[src/rtl/io_bridge_if.sv]
// Upstream Wishbone port of the I/O bridge: CPU-side request and completion.
interface io_bridge_if #(
  parameter int ADRW = 17
);
  logic            cyc_i;
  logic            stb_i;
  logic            we_i;
  logic [ADRW-1:0] adr_i;
  logic [31:0]     dat_i;
  logic [3:0]      sel_i;
  logic [31:0]     dat_o;
  logic            ack_o;
  logic            err_o;

  // CPU side drives the request and receives the completion.
  modport master (
    output cyc_i, stb_i, we_i, adr_i, dat_i, sel_i,
    input  dat_o, ack_o, err_o
  );

  // Bridge side receives the request and returns the completion.
  modport slave (
    input  cyc_i, stb_i, we_i, adr_i, dat_i, sel_i,
    output dat_o, ack_o, err_o
  );
endinterface

[src/rtl/io_bridge.sv]
// Wishbone I/O bridge: decodes a 4-bit selector into one-hot slave strobes,
// times out silent slaves with a bus error, and hosts a local register bank
// (ID, interrupt mask/pending, timeout capture) on channel 0.
module io_bridge #(
  parameter int         NSLAVES = 16,
  parameter int         ADRW    = 17,
  parameter int         SELLO   = 12,
  parameter int         TIMEOUT = 255,
  parameter logic [7:0] VERSION = 8'h02
) (
  input  logic                    clk_i,
  input  logic                    rst_i,
  io_bridge_if.slave              bus,
  output logic                    m_cyc_o,
  output logic [NSLAVES-1:0]      m_stb_o,
  output logic                    m_we_o,
  output logic [ADRW-1:0]         m_adr_o,
  output logic [31:0]             m_dat_o,
  output logic [3:0]              m_sel_o,
  input  logic [32*NSLAVES-1:0]   m_dat_i,
  input  logic [NSLAVES-1:0]      m_ack_i,
  input  logic [NSLAVES-1:0]      m_err_i,
  input  logic [NSLAVES-1:0]      irq_i,
  output logic                    irq_o,
  output logic [NSLAVES-1:0]      irq_vec_o
);

  typedef enum logic [1:0] {S_IDLE, S_BUSY, S_DONE, S_ERR} state_t;

  localparam logic [15:0]        TO_LAST = 16'(TIMEOUT - 1);
  localparam logic [7:0]         NS_ID   = 8'(NSLAVES);
  localparam logic [4:0]         NS_LIM  = 5'(NSLAVES);
  localparam logic [NSLAVES-1:0] IRQ_USE = {{(NSLAVES-1){1'b1}}, 1'b0};

  state_t              state_q, state_d;
  logic [3:0]          sel_q;
  logic [15:0]         cnt_q;
  logic [15:0]         ack_ext, err_ext, stb_ext;
  logic [31:0]         slv_dat [16];
  logic [31:0]         mask_q;
  logic                to_valid_q;
  logic [ADRW-1:0]     to_adr_q;
  logic [NSLAVES-1:0]  pend;
  logic [31:0]         local_rd;
  logic                sel_oob;
  logic                start, local_go, ext_done, to_hit;

  // Widen per-slave vectors to the full 16-entry selector space; absent slaves read as 0.
  always_comb begin
    ack_ext = 16'(m_ack_i);
    err_ext = 16'(m_err_i);
    for (int n = 0; n < 16; n++) slv_dat[n] = '0;
    for (int n = 0; n < NSLAVES; n++) slv_dat[n] = m_dat_i[32*n +: 32];
  end

  assign sel_oob = {1'b0, sel_q} >= NS_LIM;
  assign pend    = irq_i & mask_q[NSLAVES-1:0] & IRQ_USE;
  assign irq_o   = |irq_vec_o;

  // Local bank read mux, indexed by the latched word address.
  always_comb begin
    local_rd = '0;
    case (m_adr_o[3:2])
      2'd0: local_rd = {16'hB10C, NS_ID, VERSION};
      2'd1: local_rd = mask_q;
      2'd2: local_rd = 32'(pend);
      default: begin
        local_rd     = 32'(to_adr_q);
        local_rd[31] = to_valid_q;
      end
    endcase
  end

  // Next-state and bus outputs; BUSY resolves in strict priority order.
  always_comb begin
    // NOTE: every output gets a default first, so no path can infer a latch.
    state_d    = state_q;
    start      = 1'b0;
    local_go   = 1'b0;
    ext_done   = 1'b0;
    to_hit     = 1'b0;
    m_cyc_o    = 1'b0;
    stb_ext    = '0;
    bus.ack_o  = 1'b0;
    bus.err_o  = 1'b0;
    case (state_q)
      S_IDLE: begin
        if (bus.cyc_i && bus.stb_i) begin
          start   = 1'b1;
          state_d = S_BUSY;
        end
      end
      S_BUSY: begin
        m_cyc_o = 1'b1;
        if (sel_q != 4'd0) stb_ext = 16'd1 << sel_q;
        if (!bus.cyc_i)               state_d = S_IDLE;
        else if (sel_oob)             state_d = S_ERR;
        else if (sel_q == 4'd0) begin local_go = 1'b1; state_d = S_DONE; end
        else if (err_ext[sel_q])      state_d = S_ERR;
        else if (ack_ext[sel_q]) begin ext_done = 1'b1; state_d = S_DONE; end
        else if (cnt_q == TO_LAST) begin to_hit = 1'b1; state_d = S_ERR; end
      end
      S_DONE: begin
        bus.ack_o = 1'b1;
        state_d   = S_IDLE;
      end
      default: begin
        bus.err_o = 1'b1;
        state_d   = S_IDLE;
      end
    endcase
    m_stb_o = stb_ext[NSLAVES-1:0];
  end

  // State register.
  always_ff @(posedge clk_i) begin
    // NOTE: registers use non-blocking assignments so all of them sample pre-edge values.
    if (!rst_i) state_q <= S_IDLE;
    else        state_q <= state_d;
  end

  // BUSY cycle counter, cleared when a request is accepted.
  always_ff @(posedge clk_i) begin
    if (!rst_i)                 cnt_q <= '0;
    else if (start)             cnt_q <= '0;
    else if (state_q == S_BUSY) cnt_q <= cnt_q + 16'd1;
  end

  // Latched copy of the accepted request, presented to the slaves during BUSY.
  always_ff @(posedge clk_i) begin
    // NOTE: pure datapath copies carry no reset; they only matter while BUSY qualifies them.
    if (start) begin
      sel_q   <= bus.adr_i[SELLO+3:SELLO];
      m_we_o  <= bus.we_i;
      m_adr_o <= bus.adr_i;
      m_dat_o <= bus.dat_i;
      m_sel_o <= bus.sel_i;
    end
  end

  // Read data, local register bank and the registered interrupt vector.
  always_ff @(posedge clk_i) begin
    if (!rst_i) begin
      bus.dat_o  <= '0;
      mask_q     <= '0;
      to_valid_q <= 1'b0;
      to_adr_q   <= '0;
      irq_vec_o  <= '0;
    end else begin
      irq_vec_o <= pend;
      if (state_q == S_BUSY && state_d == S_ERR) bus.dat_o <= 32'hDEAD_BEEF;
      else if (local_go && !m_we_o)              bus.dat_o <= local_rd;
      else if (ext_done && !m_we_o)              bus.dat_o <= slv_dat[sel_q];
      if (local_go && m_we_o) begin
        if (m_adr_o[3:2] == 2'd1) begin
          for (int b = 0; b < 4; b++)
            if (m_sel_o[b]) mask_q[8*b +: 8] <= m_dat_o[8*b +: 8];
        end
        if (m_adr_o[3:2] == 2'd3) begin
          to_valid_q <= 1'b0;
          to_adr_q   <= '0;
        end
      end
      if (to_hit) begin
        to_valid_q <= 1'b1;
        to_adr_q   <= m_adr_o;
      end
    end
  end

endmodule

[src/flat_wrapper.sv]
// flat-port wrapper written by rule: the top's interface ports become plain ports
module io_bridge_flat 
#(
  parameter int         NSLAVES = 16,
  parameter int         ADRW    = 17,
  parameter int         SELLO   = 12,
  parameter int         TIMEOUT = 255,
  parameter logic [7:0] VERSION = 8'h02
)
  (clk_i, rst_i, m_cyc_o, m_stb_o, m_we_o, m_adr_o, m_dat_o, m_sel_o, m_dat_i, m_ack_i, m_err_i, irq_i, irq_o, irq_vec_o, bus_cyc_i, bus_stb_i, bus_we_i, bus_adr_i, bus_dat_i, bus_sel_i, bus_dat_o, bus_ack_o, bus_err_o);
  io_bridge_if #(.ADRW(ADRW)) bus_i ();
  input  logic clk_i;
  input  logic rst_i;
  output logic m_cyc_o;
  output logic [NSLAVES-1:0] m_stb_o;
  output logic m_we_o;
  output logic [ADRW-1:0] m_adr_o;
  output logic [31:0] m_dat_o;
  output logic [3:0] m_sel_o;
  input  logic [32*NSLAVES-1:0] m_dat_i;
  input  logic [NSLAVES-1:0] m_ack_i;
  input  logic [NSLAVES-1:0] m_err_i;
  input  logic [NSLAVES-1:0] irq_i;
  output logic irq_o;
  output logic [NSLAVES-1:0] irq_vec_o;
  input wire logic [$bits(bus_i.cyc_i)-1:0] bus_cyc_i;
  input wire logic [$bits(bus_i.stb_i)-1:0] bus_stb_i;
  input wire logic [$bits(bus_i.we_i)-1:0] bus_we_i;
  input wire logic [$bits(bus_i.adr_i)-1:0] bus_adr_i;
  input wire logic [$bits(bus_i.dat_i)-1:0] bus_dat_i;
  input wire logic [$bits(bus_i.sel_i)-1:0] bus_sel_i;
  output wire logic [$bits(bus_i.dat_o)-1:0] bus_dat_o;
  output wire logic [$bits(bus_i.ack_o)-1:0] bus_ack_o;
  output wire logic [$bits(bus_i.err_o)-1:0] bus_err_o;
  assign bus_i.cyc_i = bus_cyc_i;
  assign bus_i.stb_i = bus_stb_i;
  assign bus_i.we_i = bus_we_i;
  assign bus_i.adr_i = bus_adr_i;
  assign bus_i.dat_i = bus_dat_i;
  assign bus_i.sel_i = bus_sel_i;
  assign bus_dat_o = bus_i.dat_o;
  assign bus_ack_o = bus_i.ack_o;
  assign bus_err_o = bus_i.err_o;
  io_bridge #(.NSLAVES(NSLAVES), .ADRW(ADRW), .SELLO(SELLO), .TIMEOUT(TIMEOUT), .VERSION(VERSION)) u_core (.clk_i(clk_i), .rst_i(rst_i), .bus(bus_i), .m_cyc_o(m_cyc_o), .m_stb_o(m_stb_o), .m_we_o(m_we_o), .m_adr_o(m_adr_o), .m_dat_o(m_dat_o), .m_sel_o(m_sel_o), .m_dat_i(m_dat_i), .m_ack_i(m_ack_i), .m_err_i(m_err_i), .irq_i(irq_i), .irq_o(irq_o), .irq_vec_o(irq_vec_o));
endmodule
[config.mk]
export PLATFORM = sky130hd
export DESIGN_NAME = io_bridge_flat
export DESIGN_NICKNAME = d
export VERILOG_FILES = /design/src/rtl/io_bridge_if.sv /design/src/rtl/io_bridge.sv /design/src/flat_wrapper.sv
export SDC_FILE = /design/constraint.sdc
export NUM_CORES = 1
export LEC_CHECK = 0
export CAP_MARGIN = 10
export CELL_PAD_IN_SITES_DETAIL_PLACEMENT = 1
export CELL_PAD_IN_SITES_GLOBAL_PLACEMENT = 2
export CORE_AREA = 3 3 287 289
export CTS_BUF_LIST = sky130_fd_sc_hd__clkbuf_16
export CTS_CLUSTER_DIAMETER = 150
export DETAILED_ROUTE_END_ITERATION = 7
export DIE_AREA = 0 0 290 292
export PLACE_DENSITY_LB_ADDON = 0.05
export SLEW_MARGIN = 20
export SYNTH_ARGS = -nofsm -noshare
export SYNTH_HDL_FRONTEND = slang
export SYNTH_SLANG_ARGS = --single-unit
[constraint.sdc]
create_clock -name clk_i -period 8.34 [get_ports clk_i]
set_clock_uncertainty 0.05 [all_clocks]
set_input_delay 0.834 -clock clk_i [delete_from_list [all_inputs] [get_ports clk_i]]
set_output_delay 0.834 -clock clk_i [all_outputs]
set_load 0.02 [all_outputs]
==> qor.csv <==
metric,value,unit
final_util,0.249,
io_pins,740,
cts_tree,yes,
ir_worst_vdd,0.000151,V
drtIter0Drc,517,
outcome,"complete, no violations",
core.rowCount,104,
htreeDepth,4,
final.min_clock_period,4.24,ns
yosys_warnings,0,
setup.worst_path.class,reg2out,
nets,2212,
setup-tns-final,0,ns
drtPass1Iterations,4,
worst_slew_pin_slew,1.05,ns
rsz0062_at_grt,false,
grt_usage,0.205,
routed_wl,88900,um
place_area,19400,sq um
syn_area,10900,sq um
dp.final_hpwl,76200,um
cts_resized,0,
first_global_vias,12600,
period_share,0.509,
synth_cell_type_count,54,
maxCapViolations,0,
stdcell_area,20000,sq um
antenna_found_initial,44,
power_density,120,nW/um^2
hold_class,reg2reg,
synth_ff_type,dfxtp_1,
finalSetupViolations,0,
syn2layout_area_growth,82.5,%
hp-start,u_core.to_valid_q,
route.vias.total,11100,
seq_area_frac_synth,0.358,
fill_cells,8981,
die_x,290,um
numClockSinks,169,
power.leakage,6.78,nW
fmax,236,MHz
drt-wirelength-per-cell,33.2,um
post_cts_buffers,0,
clk_latency,0.48,ns
numCtsBuffers,17,
reg2reg_from,u_core.sel_q[0],
avgViaCountPerCell,4.15,
dieHeight,292,um
core_region_area,80200,sq um
initial_core_util,0.137,
cts_max_path_buffers,2,
clkTransAtPathRegs,0.08,ns
grt_pass1_wl,117000,um
path_max_fanout,37,
grt_max_degree,130,
drtAntennaViolNets,0,
dieArea,84700,sq um
ys_ff_latch,169,
rrSetupSlack,4.13,ns
place.gp.congestion,0.857,
holdWs,0.406,ns
drive_above_1_share,0.136,
postCtsHoldBufs,0,
netlist_instances,911,
crit_path_start,u_core.m_adr_o[15],
worstPathRequired,7.46,ns
crit_path_end_kind,primary output,
slew_headroom,0.298,
cts_root_buf,clkbuf_16,
slew_viol_final,0,
io_buffers,736,
synth_edf_count,54,
hold_viol_final,0,
gr-total-overflow,0,
avgSynthCellArea,12.0,sq um
drc,0,
startpoint_type,register,
total_power,2.40,mW
synthArstFlopShare,0,
worstPathArrival,3.36,ns
-- state kept, by name (all words and copies together), names as in the netlist, 2 cells and up --
register,cells
u_core.mask_q,32
u_core.m_adr_o,14
u_core.sel_q,3
u_core.cnt_q,16
u_core.m_dat_o,32
u_core.bus.dat_o,32
u_core.m_sel_o,4
u_core.state_q,2
u_core.irq_vec_o,15
u_core.to_adr_q,17
-- cells in the mapped netlist, types with 17 or more instances --
| cell | number | area [sq um] |
|---|---|---|
| a21boi_0 | 24 | 180 |
| a21boi_1 | 32 | 240 |
| a21oi_1 | 20 | 100 |
| buf_2 | 19 | 95.1 |
| clkbuf_1 | 55 | 206 |
| dfxtp_1 | 115 | 2300 |
| edfxtp_1 | 54 | 1620 |
| mux2i_1 | 31 | 310 |
| mux4_2 | 162 | 3650 |
| nand2_1 | 117 | 439 |
| nand3_1 | 66 | 330 |
| nor2_1 | 40 | 150 |
| o21ai_0 | 17 | 85.1 |
-- cells by family (layout without fill, tap and decap cells) --
kind of cell | Yosys count | after routing | synth area share
AOI/OAI and AO/OA | 144 | 144 | 0.0968
xor gates and xnor gates | 11 | 11 | 0.00880
adders and majority gates | 2 | 2 | 0.00229
buffers and inverters | 96 | 789 | 0.0392
DFF | 169 | 169 | 0.358
muxes | 197 | 197 | 0.366
other | 1 | 16 | 0.000343
and+or+nand+nor | 291 | 291 | 0.128
-- critical path: stages, from the launching register on --
cell	delay, ns
edfxtp_1	0.70
buf_4	0.69
nor2b_1	0.39
nand2_1	0.20
nor3_1	0.20
clkdlybuf4s50_1	0.65
-- layer usage --
| metal | track usage | vias up | share of wire |
|---|---|---|---|
| met4 | 0.0261 | 24 | 0.0076 |
| met1 | 0.239 | 5664 | 0.38 |
| li1 | - | 4975 | - |
| met2 | 0.378 | 389 | 0.53 |
| met3 | 0.0604 | 61 | 0.079 |
| met5 | 0 | - | 0.0018 |
-- final timing paths --
kind                                       endpoint  cells after the start
worst max-delay path                     m_stb_o[8]                      5
worst min-delay path              u_core.to_valid_q                      2
worst max register to register  u_core.to_adr_q[10]                      7
worst min register to register    u_core.to_valid_q                      2
-- through the flow --
step	cells	setup slack, ns
finish	2679	4.10
floorplan	912	2.63
global placement	2633	4.08
global route	2665	3.79
detailed placement	2633	4.02
CTS	2665	3.97
-- area by class of cell --
cell class              count  area [sq um]  share of cell area
clock buffers              17           425              0.0213
multi-input cells         647          6610               0.331
repair buffers            748          7480               0.374
well taps                1060          1330              0.0664
inverters                   9          33.8             0.00169
diodes                     14          35.0             0.00175
clock inverters            15           150             0.00751
flip-flops and latches    169          3920               0.196
-- cell usage in the layout (no fill, tap or decap), types with 5 or more instances in the layout --
cell / n
nor3_1: 7
a221o_1: 10
edfxtp_1: 54
mux4_2: 162
a22oi_1: 5
xnor2_1: 7
o221a_1: 6
mux2i_1: 31
dfxtp_1: 115
nor2b_1: 8
nor4_1: 6
diode_2: 14
a21boi_0: 24
nor2_1: 38
inv_1: 10
o21ai_0: 17
clkdlybuf4s50_1: 735
a211oi_1: 7
nand4_1: 5
buf_4: 11
a21boi_1: 32
and3_1: 16
nand3_1: 66
nand2b_1: 6
a22o_1: 6
nand2_1: 117
a21oi_1: 20
clkbuf_16: 17
-- power breakdown --
| part | internal [mW] | total (mW) | switching [mW] | leakage, nW |
|---|---|---|---|---|
| sequential | 0.870 | 0.892 | 0.0226 | 1.43 |
| combinational | 0.425 | 0.673 | 0.248 | 5.06 |
| clock | 0.441 | 0.832 | 0.391 | 0.287 |
| total | 1.74 | 2.40 | 0.661 | 6.78 |
No activity file was read; power rests on OpenSTA's default activity.
